<file path="src/rtl/rmon_pkg.sv">
// -----------------------------------------------------------------------------
// rmon_pkg
// Shared definitions for the RMON statistics update engine:
//   - field widths of the MAC stat report and of the counter RAM
//   - packet type encoding (also the type-counter word offset)
//   - word offsets of the byte counter and of the size bins
//   - size-bin length thresholds
//   - FSM state encoding and read-modify-write op indices
// Optional feature macro: RMON_CPU_CLEAR_EN adds the ST_CLR state.
// -----------------------------------------------------------------------------
package rmon_pkg;

    localparam int TYPE_W = 3;
    localparam int LEN_W  = 16;
    localparam int DATA_W = 32;
    localparam int ADDR_W = 6;

    typedef enum logic [TYPE_W-1:0] {
        PKT_UCAST   = 3'd0,
        PKT_MCAST   = 3'd1,
        PKT_BCAST   = 3'd2,
        PKT_CRC_ERR = 3'd3,
        PKT_RUNT    = 3'd4,
        PKT_JABBER  = 3'd5,
        PKT_PAUSE   = 3'd6,
        PKT_OTHER   = 3'd7
    } pkt_type_e;

    // Word offsets inside one direction block; the type counter sits at
    // offset == type.
    localparam logic [ADDR_W-1:0] BYTE_OFS = 6'd8;
    localparam logic [ADDR_W-1:0] BIN_OFS  = 6'd9;

    // Lower length bounds of the fixed size bins; the upper edge of bin 6
    // is the MAX_LEN parameter.
    localparam logic [LEN_W-1:0] LEN_64   = 16'd64;
    localparam logic [LEN_W-1:0] LEN_128  = 16'd128;
    localparam logic [LEN_W-1:0] LEN_256  = 16'd256;
    localparam logic [LEN_W-1:0] LEN_512  = 16'd512;
    localparam logic [LEN_W-1:0] LEN_1024 = 16'd1024;

    typedef logic [1:0] op_t;
    localparam op_t OP_TYPE  = 2'd0;
    localparam op_t OP_BYTES = 2'd1;
    localparam op_t OP_BIN   = 2'd2;

    typedef enum logic [2:0] {
        ST_IDLE,
        ST_SEL,
        ST_RD,
        ST_WR,
        ST_DONE
`ifdef RMON_CPU_CLEAR_EN
        , ST_CLR
`endif
    } state_e;

    typedef struct packed {
        pkt_type_e        ptype;
        logic [LEN_W-1:0] len;
    } rmon_event_t;

    // Word offset (within a direction block) touched by a given op.
    function automatic logic [ADDR_W-1:0] op_offset(op_t op, pkt_type_e ptype, logic [2:0] bin);
        case (op)
            OP_TYPE:  return {3'b000, ptype};
            OP_BYTES: return BYTE_OFS;
            default:  return BIN_OFS + {3'b000, bin};
        endcase
    endfunction

endpackage

</file>
<file path="src/rtl/rmon_if.sv">
// -----------------------------------------------------------------------------
// rmon_if
// Bundles the signals around the RMON update engine:
//   - TX/RX stat reports from the MACs (type, length, apply strobe)
//   - RAM port A (Addra, Dina, Wea out; Douta in, one cycle read latency)
//   - status (Rmon_busy, drop pulses) and CPU clear handshake
// modport master : the rmon_ctrl engine
// modport slave  : its environment (MACs, counter RAM, CPU)
// -----------------------------------------------------------------------------
interface rmon_if;
    import rmon_pkg::*;

    logic [TYPE_W-1:0] Tx_pkt_type_rmon;
    logic [LEN_W-1:0]  Tx_pkt_length_rmon;
    logic              Tx_apply_rmon;
    logic [TYPE_W-1:0] Rx_pkt_type_rmon;
    logic [LEN_W-1:0]  Rx_pkt_length_rmon;
    logic              Rx_apply_rmon;
    logic [ADDR_W-1:0] Addra;
    logic [DATA_W-1:0] Dina;
    logic              Wea;
    logic [DATA_W-1:0] Douta;
    logic              Rmon_busy;
    logic              Rmon_drop_tx;
    logic              Rmon_drop_rx;
    logic              CPU_clr_req;
    logic              CPU_clr_done;

    modport master (
        input  Tx_pkt_type_rmon, Tx_pkt_length_rmon, Tx_apply_rmon,
        input  Rx_pkt_type_rmon, Rx_pkt_length_rmon, Rx_apply_rmon,
        input  Douta, CPU_clr_req,
        output Addra, Dina, Wea, Rmon_busy, Rmon_drop_tx, Rmon_drop_rx, CPU_clr_done
    );

    modport slave (
        output Tx_pkt_type_rmon, Tx_pkt_length_rmon, Tx_apply_rmon,
        output Rx_pkt_type_rmon, Rx_pkt_length_rmon, Rx_apply_rmon,
        output Douta, CPU_clr_req,
        input  Addra, Dina, Wea, Rmon_busy, Rmon_drop_tx, Rmon_drop_rx, CPU_clr_done
    );

endinterface

</file>
<file path="src/rtl/rmon_size_bin.sv">
// -----------------------------------------------------------------------------
// rmon_size_bin
// Combinational frame-length classifier.
//   i_len     : frame length in bytes
//   i_max_len : upper edge of bin 6 (largest normal frame)
//   o_bin     : 0 (<64), 1 (=64), 2 (65..127), 3 (128..255), 4 (256..511),
//               5 (512..1023), 6 (1024..i_max_len), 7 (>i_max_len)
// -----------------------------------------------------------------------------
module rmon_size_bin
    import rmon_pkg::*;
(
    input  logic [LEN_W-1:0] i_len,
    input  logic [LEN_W-1:0] i_max_len,
    output logic [2:0]       o_bin
);

    always_comb begin
        // NOTE: o_bin gets a default before the priority chain so no path leaves it unassigned (no latch).
        o_bin = 3'd7;
        if (i_len < LEN_64)          o_bin = 3'd0;
        else if (i_len == LEN_64)    o_bin = 3'd1;
        else if (i_len < LEN_128)    o_bin = 3'd2;
        else if (i_len < LEN_256)    o_bin = 3'd3;
        else if (i_len < LEN_512)    o_bin = 3'd4;
        else if (i_len < LEN_1024)   o_bin = 3'd5;
        else if (i_len <= i_max_len) o_bin = 3'd6;
    end

endmodule

</file>
<file path="src/rtl/rmon_ctrl.sv">
// -----------------------------------------------------------------------------
// rmon_ctrl
// RMON statistics update engine. Captures one TX and one RX packet event,
// arbitrates round-robin, and performs three read-modify-write increments
// per event on counter RAM port A: type counter (+1), byte counter (+len),
// size-bin counter (+1). Counters wrap modulo 2^32.
// Ports:
//   Clk   : single clock shared with the RAM
//   Reset : synchronous, active-high
//   bus   : rmon_if.master (MAC stat inputs, RAM port A, status, CPU clear)
// Optional feature macro: RMON_CPU_CLEAR_EN enables the CPU clear-all
// sequence (64 zero writes); without it CPU_clr_req is ignored and
// CPU_clr_done is tied low.
// -----------------------------------------------------------------------------
module rmon_ctrl
    import rmon_pkg::*;
#(
    parameter int TX_BASE = 0,
    parameter int RX_BASE = 32,
    parameter int MAX_LEN = 1518
) (
    input  logic   Clk,
    input  logic   Reset,
    rmon_if.master bus
);

    localparam logic [ADDR_W-1:0] TX_BASE_A = ADDR_W'(TX_BASE);
    localparam logic [ADDR_W-1:0] RX_BASE_A = ADDR_W'(RX_BASE);
    localparam logic [LEN_W-1:0]  MAX_LEN_L = LEN_W'(MAX_LEN);

    state_e      r_state, w_next;
    rmon_event_t r_tx_ev, r_rx_ev, r_cur_ev;
    logic        r_tx_pend, r_rx_pend;
    logic        r_drop_tx, r_drop_rx;
    logic        r_cur_rx;     // direction of the event being applied
    logic        r_rr_rx;      // 1: RX wins the next tie
    op_t         r_op;
    logic        w_grant_rx, w_take_tx, w_take_rx;
    logic [2:0]  w_bin;
    logic [ADDR_W-1:0] w_addr;
    logic [DATA_W-1:0] w_inc;

    assign w_grant_rx = r_rx_pend && (!r_tx_pend || r_rr_rx);
    assign w_take_tx  = (r_state == ST_SEL) && !w_grant_rx;
    assign w_take_rx  = (r_state == ST_SEL) &&  w_grant_rx;

    // ---------------- event capture ----------------
    // NOTE: state registers use non-blocking assignments so every flop samples pre-edge values.
    always_ff @(posedge Clk) begin
        if (Reset) begin
            r_tx_pend <= 1'b0;
            r_rx_pend <= 1'b0;
            r_drop_tx <= 1'b0;
            r_drop_rx <= 1'b0;
        end else begin
            r_drop_tx <= 1'b0;
            r_drop_rx <= 1'b0;
            // The slot frees in the same cycle the FSM takes the held event,
            // so a coinciding strobe reloads it instead of dropping.
            if (bus.Tx_apply_rmon) begin
                if (!r_tx_pend || w_take_tx) r_tx_pend <= 1'b1;
                else                         r_drop_tx <= 1'b1;
            end else if (w_take_tx) begin
                r_tx_pend <= 1'b0;
            end
            if (bus.Rx_apply_rmon) begin
                if (!r_rx_pend || w_take_rx) r_rx_pend <= 1'b1;
                else                         r_drop_rx <= 1'b1;
            end else if (w_take_rx) begin
                r_rx_pend <= 1'b0;
            end
        end
    end

    // NOTE: payload registers carry no reset; they are only read while their pending/state qualifier is set.
    always_ff @(posedge Clk) begin
        if (bus.Tx_apply_rmon && (!r_tx_pend || w_take_tx))
            r_tx_ev <= '{ptype: pkt_type_e'(bus.Tx_pkt_type_rmon), len: bus.Tx_pkt_length_rmon};
        if (bus.Rx_apply_rmon && (!r_rx_pend || w_take_rx))
            r_rx_ev <= '{ptype: pkt_type_e'(bus.Rx_pkt_type_rmon), len: bus.Rx_pkt_length_rmon};
        if (r_state == ST_SEL)
            r_cur_ev <= w_grant_rx ? r_rx_ev : r_tx_ev;
    end

    // ---------------- sequencing registers ----------------
    always_ff @(posedge Clk) begin
        if (Reset) begin
            r_op     <= OP_TYPE;
            r_cur_rx <= 1'b0;
            r_rr_rx  <= 1'b1;
        end else begin
            case (r_state)
                ST_SEL: begin
                    r_op     <= OP_TYPE;
                    r_cur_rx <= w_grant_rx;
                end
                ST_WR:   if (r_op != OP_BIN) r_op <= r_op + 2'd1;
                ST_DONE: r_rr_rx <= !r_cur_rx;
                default: ;
            endcase
        end
    end

`ifdef RMON_CPU_CLEAR_EN
    logic              r_clr_pend;
    logic              r_clr_done;
    logic [ADDR_W-1:0] r_clr_addr;

    always_ff @(posedge Clk) begin
        if (Reset) begin
            r_clr_pend <= 1'b0;
            r_clr_done <= 1'b0;
            r_clr_addr <= '0;
        end else begin
            r_clr_done <= (r_state == ST_CLR) && (r_clr_addr == '1);
            if (r_state == ST_IDLE && r_clr_pend) begin
                r_clr_pend <= 1'b0;
                r_clr_addr <= '0;
            end else if (bus.CPU_clr_req && r_state != ST_CLR) begin
                r_clr_pend <= 1'b1;
            end
            if (r_state == ST_CLR) r_clr_addr <= r_clr_addr + 1'b1;
        end
    end

    assign bus.CPU_clr_done = r_clr_done;
`else
    logic w_unused_clr;
    assign w_unused_clr     = bus.CPU_clr_req;
    assign bus.CPU_clr_done = 1'b0;
`endif

    // ---------------- FSM ----------------
    always_ff @(posedge Clk) begin
        if (Reset) r_state <= ST_IDLE;
        else       r_state <= w_next;
    end

    always_comb begin
        w_next = r_state;
        case (r_state)
            ST_IDLE: begin
`ifdef RMON_CPU_CLEAR_EN
                if (r_clr_pend) w_next = ST_CLR;
                else
`endif
                if (r_tx_pend || r_rx_pend) w_next = ST_SEL;
            end
            ST_SEL:  w_next = ST_RD;
            ST_RD:   w_next = ST_WR;
            ST_WR:   w_next = (r_op == OP_BIN) ? ST_DONE : ST_RD;
            ST_DONE: w_next = ST_IDLE;
`ifdef RMON_CPU_CLEAR_EN
            ST_CLR:  if (r_clr_addr == '1) w_next = ST_IDLE;
`endif
            default: w_next = ST_IDLE;
        endcase
    end

    rmon_size_bin u_size_bin (
        .i_len     (r_cur_ev.len),
        .i_max_len (MAX_LEN_L),
        .o_bin     (w_bin)
    );

    assign w_addr = (r_cur_rx ? RX_BASE_A : TX_BASE_A) + op_offset(r_op, r_cur_ev.ptype, w_bin);
    assign w_inc  = (r_op == OP_BYTES) ? {{(DATA_W-LEN_W){1'b0}}, r_cur_ev.len} : 32'd1;

    always_comb begin
        bus.Addra     = '0;
        bus.Dina      = '0;
        bus.Wea       = 1'b0;
        bus.Rmon_busy = (r_state != ST_IDLE);
        case (r_state)
            ST_RD: bus.Addra = w_addr;
            ST_WR: begin
                // Douta holds the word addressed during RD.
                bus.Addra = w_addr;
                bus.Dina  = bus.Douta + w_inc;
                bus.Wea   = 1'b1;
            end
`ifdef RMON_CPU_CLEAR_EN
            ST_CLR: begin
                bus.Addra = r_clr_addr;
                bus.Wea   = 1'b1;
            end
`endif
            default: ;
        endcase
    end

    assign bus.Rmon_drop_tx = r_drop_tx;
    assign bus.Rmon_drop_rx = r_drop_rx;

endmodule

</file>
<file path="src/flat_wrapper.sv">
// flat-port wrapper written by rule: the top's interface ports become plain ports
module rmon_ctrl_flat import rmon_pkg::*;
#(
    parameter int TX_BASE = 0,
    parameter int RX_BASE = 32,
    parameter int MAX_LEN = 1518
)
  (Clk, Reset, bus_Tx_pkt_type_rmon, bus_Tx_pkt_length_rmon, bus_Tx_apply_rmon, bus_Rx_pkt_type_rmon, bus_Rx_pkt_length_rmon, bus_Rx_apply_rmon, bus_Douta, bus_CPU_clr_req, bus_Addra, bus_Dina, bus_Wea, bus_Rmon_busy, bus_Rmon_drop_tx, bus_Rmon_drop_rx, bus_CPU_clr_done);
  rmon_if bus_i ();
  input  logic Clk;
  input  logic Reset;
  input wire logic [$bits(bus_i.Tx_pkt_type_rmon)-1:0] bus_Tx_pkt_type_rmon;
  input wire logic [$bits(bus_i.Tx_pkt_length_rmon)-1:0] bus_Tx_pkt_length_rmon;
  input wire logic [$bits(bus_i.Tx_apply_rmon)-1:0] bus_Tx_apply_rmon;
  input wire logic [$bits(bus_i.Rx_pkt_type_rmon)-1:0] bus_Rx_pkt_type_rmon;
  input wire logic [$bits(bus_i.Rx_pkt_length_rmon)-1:0] bus_Rx_pkt_length_rmon;
  input wire logic [$bits(bus_i.Rx_apply_rmon)-1:0] bus_Rx_apply_rmon;
  input wire logic [$bits(bus_i.Douta)-1:0] bus_Douta;
  input wire logic [$bits(bus_i.CPU_clr_req)-1:0] bus_CPU_clr_req;
  output wire logic [$bits(bus_i.Addra)-1:0] bus_Addra;
  output wire logic [$bits(bus_i.Dina)-1:0] bus_Dina;
  output wire logic [$bits(bus_i.Wea)-1:0] bus_Wea;
  output wire logic [$bits(bus_i.Rmon_busy)-1:0] bus_Rmon_busy;
  output wire logic [$bits(bus_i.Rmon_drop_tx)-1:0] bus_Rmon_drop_tx;
  output wire logic [$bits(bus_i.Rmon_drop_rx)-1:0] bus_Rmon_drop_rx;
  output wire logic [$bits(bus_i.CPU_clr_done)-1:0] bus_CPU_clr_done;
  assign bus_i.Tx_pkt_type_rmon = bus_Tx_pkt_type_rmon;
  assign bus_i.Tx_pkt_length_rmon = bus_Tx_pkt_length_rmon;
  assign bus_i.Tx_apply_rmon = bus_Tx_apply_rmon;
  assign bus_i.Rx_pkt_type_rmon = bus_Rx_pkt_type_rmon;
  assign bus_i.Rx_pkt_length_rmon = bus_Rx_pkt_length_rmon;
  assign bus_i.Rx_apply_rmon = bus_Rx_apply_rmon;
  assign bus_i.Douta = bus_Douta;
  assign bus_i.CPU_clr_req = bus_CPU_clr_req;
  assign bus_Addra = bus_i.Addra;
  assign bus_Dina = bus_i.Dina;
  assign bus_Wea = bus_i.Wea;
  assign bus_Rmon_busy = bus_i.Rmon_busy;
  assign bus_Rmon_drop_tx = bus_i.Rmon_drop_tx;
  assign bus_Rmon_drop_rx = bus_i.Rmon_drop_rx;
  assign bus_CPU_clr_done = bus_i.CPU_clr_done;
  rmon_ctrl #(.TX_BASE(TX_BASE), .RX_BASE(RX_BASE), .MAX_LEN(MAX_LEN)) u_core (.Clk(Clk), .Reset(Reset), .bus(bus_i));
endmodule
</file>
<file path="config.mk">
export PLATFORM = sky130hd
export DESIGN_NAME = rmon_ctrl_flat
export DESIGN_NICKNAME = d
export VERILOG_FILES = /design/src/rtl/rmon_pkg.sv /design/src/rtl/rmon_if.sv /design/src/rtl/rmon_size_bin.sv /design/src/rtl/rmon_ctrl.sv /design/src/flat_wrapper.sv
export SDC_FILE = /design/constraint.sdc
export NUM_CORES = 1
export LEC_CHECK = 0
export CAP_MARGIN = 20
export CORE_UTILIZATION = 44
export DETAILED_ROUTE_END_ITERATION = 6
export PLACE_DENSITY = 0.78
export SYNTH_ARGS = -nofsm -noshare
export SYNTH_HDL_FRONTEND = slang
export SYNTH_SLANG_ARGS = --single-unit
</file>
<file path="constraint.sdc">
create_clock -name Clk -period 3.55 [get_ports Clk]
set_input_delay 0.71 -clock Clk [delete_from_list [all_inputs] [get_ports Clk]]
set_output_delay 0.71 -clock Clk [all_outputs]
set_load 0.05 [all_outputs]
</file>
==> flow_metrics.tcl <==
set metrics [dict create \
    synth.net_count 492 \
    synth-xor-area-share_pct 3.19 \
    synth_ff_type "edfxtp_1" \
    synth_area_leaders "edfxtp_1 (42%), ha_1 (6.4%), mux2_2 (5.5%)" \
    arrival_ps 3320 \
    antenna_found_initial 0 \
    nNetsFinal 681 \
    areaGrowthSynthToFinish_pct 71.2 \
    die_h_um 98.8 \
    syn_inst 395 \
    dp_hpwl_um 8020 \
    cp.required_ps 2840 \
    hold_path_class "flip-flop to flip-flop" \
    cp_top_family "simple AND/OR/NAND/NOR gates" \
    clkPwrFrac_pct 29.4 \
    cts_tree "yes" \
    wl_per_cell_um 16.1 \
    via_per_inst 5.39 \
    clock_latency_ps 330 \
    gp_congestion 0.791 \
    drv_cap 0 \
    hold_depth 1 \
    p_leak_nw 2.67 \
    synth_fa_ha_area_share_pct 6.87 \
    grt_usage_pct 22.5 \
    critPathSlowestCell "or4b_4" \
    fin_util_pct 79.3 \
    yosysTopAreaCell "edfxtp_1" \
    hold_buffers 0 \
    dieWidth_um 98.8 \
    crit_path_end_kind "output port" \
    grt_start_max_net_pins 25 \
    drt-initial-drc-count 169 \
    async_flop_share_pct 0 \
    yosysUniqueCellTypes 61 \
    synth_top_family_by_area "simple AND/OR/NAND/NOR gates" \
    timing.final.max_slew_violations 0 \
    rrSetupSlack_ps 940 \
    drive_above_1_share_pct 40.1 \
    cpPeakStageDelay_ps 520 \
    setup_viol 19 \
    grt_pass1_wl_um 17500 \
    period_share_pct 113 \
    whs_endpoint "u_core.r_rr_rx$_SDFFE_PP1N_" \
    dp_slack_ps -582 \
    setup_ws_ps -477 \
    setup-tns-final_ps -4390 \
    root_buffer "clkbuf_8" \
    crit_path_cell_trace "clkdlybuf4s50_1 -> ha_4 -> nand4_1 -> nor2_2 -> or4_4 -> o22ai_4 -> a211oi_2 -> or4b_4 -> a21oi_4 -> buf_12" \
    rows 34 \
    tightest_slew_ps 905 \
    path_max_fanout 4 \
    drt_first_pass_iters 4 \
    synthTopCellsByCount "edfxtp_1 (57), nor2_1 (47), nand2_1 (29)" \
    post-route-drc-count 0 \
    rr_startpoint "u_core.r_state[0]$_SDFFE_PP0P_" \
    r2r-end "u_core.r_tx_ev[14]$_DFFE_PP_" \
    initial_utilization_pct 46.3 \
    power_density_nw_per_um2 296 \
    relSlewSlack_pct 39.7 \
    seqPwrFrac_pct 45.9 \
    crit_buf_inv 2 \
    clkTransAtPathRegs_ps 80 \
    hold_slack_ps 492 \
    power.switching_w 0.000569 \
    yosysMostFrequentCell "edfxtp_1" \
    status "finished with violations" \
    fin_crit_ps 4030 \
    ys_seq_area_share_pct 46.9 \
    hold_viol 0 \
    path_class "input port to output port" \
    skew_ps 9.98 \
    io_buffers 115 \
    p_sw_share_pct 27.3 \
    yosysWarningCount 0 \
    pwr-share-comb_pct 24.7 \
    r2r_cells 6 \
    synthMuxAreaShare_pct 7.41 \
    core_um2 8890 \
    n_antenna_cell 0 \
    wl_um 11300 \
    grt-ovfl-total 0 \
    synth_simple_gate_area_share_pct 20.2 \
    power.total_w 0.00209 \
    ant_nets 0 \
    grt_pass1_vias 3811 \
    dieArea_um2 9750 \
    num_vias 3760 \
    ir_worst_vdd_v 0.000297 \
    avgSynthCellArea_um2 10.4 \
    cts_buffer_depth 2 \
    htree_levels 3 \
    clkSinkCount 68 \
    startpoint_type "input port" \
    synth_seq_cells 68 \
    fmax_mhz 248 \
    ios 118 \
    synth_area_um2 4120 \
    violations "negative setup slack" \
    synth_edf_count 57 \
    synth_compound_area_share_pct 12.5 \
    power.internal_w 0.00152 \
    rsz0062_at_grt "true" \
    synth_top_area_share_pct 41.6 \
    hold_start "u_core.r_rr_rx$_SDFFE_PP1N_" \
    cts_buffers 9 \
]
worst register-to-register path, stage by stage, from the launching register on:
cell,delay (ps)
dfxtp_1,390
nor2b_1,350
nor2b_2,210
buf_4,300
nand2_1,140
nand2_1,110
and2_1,730
timing repair:
action                                  in CTS  in global routing
setup buffers                                9                  5
gates cloned                                 1                  0
pin swaps                                   22                 23
resized for setup                           46                 25
endpoints found under the setup margin      25                 24
power by group through the flow:
stage               clock network [W]  registers [W]  logic [W]
finish                       0.000612       0.000958   0.000516
global route                 0.000654       0.000963   0.000549
CTS                          0.000618       0.000957   0.000493
detailed placement                  0       0.000975   0.000469
global placement                    0       0.000971   0.000458
floorplan                           0       0.000967   0.000237
worst max-delay path by stage:
stage	startpoint	cells past startpoint	endpoint
2_1_floorplan	u_core.r_op[1]$_SDFFE_PP0P_	13	bus_Dina[19]
3_3_place_gp	bus_Douta[1]	10	bus_Dina[19]
3_5_place_dp	bus_Douta[1]	10	bus_Dina[19]
4_1_cts	u_core.r_op[1]$_SDFFE_PP0P_	14	bus_Dina[28]
5_1_grt	u_core.r_op[1]$_SDFFE_PP0P_	13	bus_Dina[28]
6_report	bus_Douta[10]	10	bus_Dina[28]
cells by family (layout without fill, tap and decap cells):
family                     Yosys count  in the layout
AOI/OAI and AO/OA                   72             72
xor gates and xnor gates            15             15
adders and majority gates           22             22
buffers and inverters               29            223
DFF                                 68             68
muxes                               28             28
other                                1              1
and+or+nand+nor                    160            160
cells in the final DEF (no fill, tap or decap), drive strengths merged, types with 4 or more instances in the layout:
cell type	Yosys	routed
nor2b	4	4
a21oi	26	26
clkbuf	13	10
mux2	20	20
nand4	7	7
mux2i	8	8
xnor2	8	8
nand2b	13	13
nor2	47	47
a21o	5	5
and2	19	19
nand2	29	29
nor3	13	13
nor3b	5	5
o21ai	13	13
dfxtp	11	11
nand3	7	7
o21a	4	4
ha	21	21
xor2	7	7
buf	2	113
clkdlybuf4s50	0	72
edfxtp	57	57
dlygate4sd2	0	7
and3	5	5
inv	14	15
per-stage QoR:
step | cells | area (um^2)
2_1_floorplan | 395 | 4390
3_3_place_gp | 666 | 6420
3_5_place_dp | 666 | 6420
4_1_cts | 692 | 6870
5_1_grt | 697 | 7050
6_report | 697 | 7050
routing by layer:
| layer | GRT usage [%] | wire length (um) | up-vias |
|---|---|---|---|
| li1 | - | - | 1823 |
| met1 | 27.0 | 4690 | 1795 |
| met2 | 41.2 | 5910 | 127 |
| met3 | 2.84 | 465 | 15 |
| met4 | 8.38 | 187 | 0 |
| met5 | 0 | 0 | - |
layout make-up:
class                      count  area (um^2)
multi-input combinational    298         2660
fill                         516         1840
clock inverter                 6         63.8
timing repair buffer         193         2080
tap                          108          135
inverter                      14         52.6
clock buffer                  10          128
sequential                    68         1930
flip-flops by register name, summed over array words and instances (netlist names):
register	cells
u_core.r_state	3
u_core.bus.Rmon_drop_tx	1
u_core.r_cur_rx	1
u_core.r_rx_ev	19
u_core.r_op	2
u_core.r_rx_pend	1
u_core.bus.Rmon_drop_rx	1
u_core.r_tx_ev	19
u_core.r_cur_ev	19
u_core.r_tx_pend	1
u_core.r_rr_rx	1
(Power assumes the default switching activity.)
==> RTL change 1 (same flow settings) <==
The 5 states of `state_e` get a one-hot encoding in 5 bits.
--- a/src/rtl/rmon_pkg.sv
+++ b/src/rtl/rmon_pkg.sv
@@ -44,12 +44,12 @@
     localparam op_t OP_BYTES = 2'd1;
     localparam op_t OP_BIN   = 2'd2;
 
-    typedef enum logic [2:0] {
-        ST_IDLE,
-        ST_SEL,
-        ST_RD,
-        ST_WR,
-        ST_DONE
+    typedef enum logic [4:0] {
+        ST_IDLE = 5'b00001,
+        ST_SEL  = 5'b00010,
+        ST_RD   = 5'b00100,
+        ST_WR   = 5'b01000,
+        ST_DONE = 5'b10000
 `ifdef RMON_CPU_CLEAR_EN
         , ST_CLR
 `endif
Behaviour: same outputs for any inputs over 10 cycles, from zero or initial values and one cycle with Reset high; not proved beyond that.
==> RTL change 1 against the unedited design <==
Final cell count up 6.7%. Total power decreased by 6.1%. Worst setup slack better by 0.14 ns. Final area increased by 0.99%. The flow still finishes with violations (negative setup slack). Synthesized cell count increased by 10%. Sequential power hardly changed. Sequential cell count increased by 2. Synthesized area grew 1.5%. Sequential share of layout area grew 0.29 points. Critical path depth is 3 higher. Wire length up 6.1%.
==> RTL change 1: results (changes against the unedited design) <==
status - finished, violations left
failing checks - negative setup slack
DP Wirelength - 8300 um (+3.4%)
switch share - 0.241 (-0.0313)
inverters - 13 (-1)
routability cong. - 0.845 (+6.8%)
Vias/cell - 5.34 (-0.96%)
Setup crit start - u_core.r_op[1]
Reg2Reg Depth - 5 (-1)
CP Capture Point - bus_Dina[24]
Seq/total area - 0.277 (+0.00293)
filler instances - 546 (+5.8%)
Net count, final - 707 (+3.8%)
syn nets - 532 (+8.1%)
final setup vio count - 22 (+3)
Leak Pwr - 0.00273 uW (+2.1%)
worst slew pin tran - 0.876 ns (-0.0284 ns)
Total GRT Usage - 0.229 (+0.00415)
reg-to-reg slack, setup - 0.91 ns (-0.03 ns)
Final Skew - 0.0102 ns (+0.000209 ns)
Worst IR Drop VDD - 0.309 mV (+3.8%)
Signal buffers - 177 (-8.3%)
Non-clock buffering overhead - 0.275 (-0.0201)
post_cts resized - 67 (+46%)
Setup WS post-layout - -0.339 ns (+0.139 ns)
multi-input combinational area share - 0.387 (+0.0104)
largest cells by area after synthesis - edfxtp_1 41%, nand2_1 7.3%, ha_1 6.3%, dfxtp_1 6.2%, nor2_1 4.3%
layout cells sized above 1 - 0.351 (-0.0495)
first-pass GRT wire length - 18100 um (+3.6%)
number of setup buffers added after CTS - 6 (-3)
first-pass iteration count of the detailed router - 5 (+1)
synth unique cells - 55 (-9.8%)
Setup WS pre-CTS - -0.506 ns (+0.0760 ns)
[RTL change 1: cells by family (layout without fill, tap and decap cells)]
logic type | after synthesis | count (layout) | share of synthesized area
xor+xnor | 19 | 19 | 0.0398
flops | 70 | 70 | 0.472
fa+ha+maj | 22 | 22 | 0.0676
mux | 1 | 1 | 0.00239
compound gates | 89 | 90 | 0.159
buf+inv | 27 | 206 | 0.0272
simple gates | 206 | 206 | 0.232
other cells | 1 | 1 | 0.000897
[RTL change 1: worst max-delay path, delay by kind of cell (launching register included)]
| family | cells | cell delay, ns |
|---|---|---|
| AND/OR/NAND/NOR | 4 | 0.42 |
| flip-flops | 1 | 0.35 |
| adder cells (fa/ha/maj) | 2 | 0.46 |
| buffers and inverters | 4 | 0.52 |
| XOR/XNOR | 1 | 0.24 |
| AO/OA/AOI/OAI | 2 | 0.84 |
[RTL change 1: metrics by stage]
stage | power [uW] | cells | cell area, sq um | hold WS, ns | TNS, ns
2_1_floorplan | 1100 | 435 | 4370 | 0.426 | -0.124
3_3_place_gp | 1240 | 718 | 6340 | 0.446 | -8.17
3_5_place_dp | 1250 | 718 | 6340 | 0.447 | -9.15
4_1_cts | 1950 | 742 | 6940 | 0.473 | -5.09
5_1_grt | 2030 | 744 | 7120 | 0.501 | -7.19
6_report | 1960 | 744 | 7120 | 0.474 | -4.73
[RTL change 1: per-layer routing]
layer / GRT usage / share of wire
met5: 0 / 0
met4: 0.104 / 0.026
met3: 0.0379 / 0.048
met2: 0.414 / 0.52
met1: 0.267 / 0.40
[RTL change 1: power groups by stage]
stage                     combinational [uW]  clock (uW)  sequential, uW
final                                    307         696             956
after global routing                     333         741             959
after floorplan                          129           0             971
after global placement                   270           0             971
after detailed placement                 280           0             974
after CTS                                293         705             956
==> RTL change 2 (same flow settings) <==
Made on the original files. Change the package constant `LEN_W` from 16 to 32.
--- a/src/rtl/rmon_pkg.sv
+++ b/src/rtl/rmon_pkg.sv
@@ -11,7 +11,7 @@
 package rmon_pkg;
 
     localparam int TYPE_W = 3;
-    localparam int LEN_W  = 16;
+    localparam int LEN_W  = 32;
     localparam int DATA_W = 32;
     localparam int ADDR_W = 6;
 
Interface: changed (resized bus_Rx_pkt_length_rmon and bus_Tx_pkt_length_rmon); port bits go from 118 to 150. No check against the original RTL was run, so the function may have changed too.
==> RTL change 2 against the unedited design <==
Sequential cell count rose by 48. Synthesized area up 54%. The flow still finishes with violations (negative setup slack). Sequential share of layout area up 4.6 points. Total power is 93% higher. Clock power grew to 2.7 times the old value. Final cell count increased by 53%. Wire length up 61%. Critical endpoint is now bus_Dina[31]. Final area up 50%. Register-to-register slack worse by 0.05 ns. Non-clock buffer count grew 79. Worst setup slack got worse by 0.20 ns.
==> RTL change 2: results (changes against the unedited design) <==
failing checks - negative setup slack
Worst-path clk slew - 0.06 ns (-0.02 ns)
routability cong. - 0.948 (+20%)
TritonCTS Buffers - 17 (+8)
synth unique cells - 59 (-3.3%)
combinational power - 743 uW (+44%)
layout cells sized above 1 - 0.336 (-0.0651)
Worst IR Drop VDD - 0.469 mV (+58%)
Setup WS pre-CTS - -0.843 ns (-0.261 ns)
initial DRC count - 400 (+140%)
Setup WS post-layout - -0.681 ns (-0.204 ns)
Power Density - 382 nW/um^2 (+29%)
post_cts resized - 53 (+15%)
Clock Latency Late Sink - 0.40 ns (+0.07 ns)
syn nets - 749 (+52%)
post-placement cell area - 9320 sq um (+45%)
vias in the first global route - 5791 (+52%)
Post-Layout Cell Count - 1068 (+53%)
Crit Path Max Fanout - 8 (+4)
Post-Synth XOR/XNOR Area - 0.0248 (-0.00708)
final setup vio count - 25 (+6)
DP Wirelength - 12300 um (+54%)
Final Skew - 0.0109 ns (+0.000947 ns)
Compound-Gate Fraction of Synth Area - 0.124 (-0.000455)
total number of vias - 5706 (+52%)
filler instances - 873 (+69%)
Commonest cells post-synth - 138 x nand2_1, 105 x edfxtp_1, 48 x nor2_1
largest net degree at the start of global routing - 38 (+52%)
Post-Syn Instances - 605 (+53%)
number of port buffers - 147 (+28%)
final wirelength - 18200 um (+61%)
Reg2Reg Depth - 8 (+2)
worst slew pin tran - 0.559 ns (-0.345 ns)
largest cells by area after synthesis - edfxtp_1 50%, nand2_1 8.2%, ha_1 7.1%, dfxtp_1 3.5%, and2_1 3.2%
Leak Pwr - 0.00420 uW (+57%)
Post-synth EDFFs - 105 (+84%)
number of setup buffers added after CTS - 13 (+4)
mux cell area share after synthesis - 0.00473 (-0.0694)
status - finished, violations left
post-route setup TNS - -10.38 ns (-6.00 ns)
## RTL change 2: final timing paths
path	from	end	slack, ns
worst max-delay path	u_core.r_op[1]	bus_Dina[31]	-0.68
worst min-delay path	u_core.r_rr_rx	u_core.r_rr_rx	0.46
worst max register to register	u_core.r_rr_rx	u_core.r_tx_ev[27]	0.89
worst min register to register	u_core.r_rr_rx	u_core.r_rr_rx	0.46
## RTL change 2: final cells by class
type	instances	area, sq um	share of cell area
clock inverter	13	140	0.0133
clock buffer	19	433	0.0410
timing repair buffer	272	2820	0.267
sequential	116	3380	0.320
multi-input combinational	454	3510	0.332
inverter	14	52.6	0.00498
tap	180	225	0.0213
## RTL change 2: per-layer routing
metal	global-route usage	vias up	part of all wire
li1	-	2710	-
met1	0.313	2752	0.43
met2	0.409	207	0.50
met3	0.0375	37	0.048
met4	0.101	0	0.025
met5	0	-	0
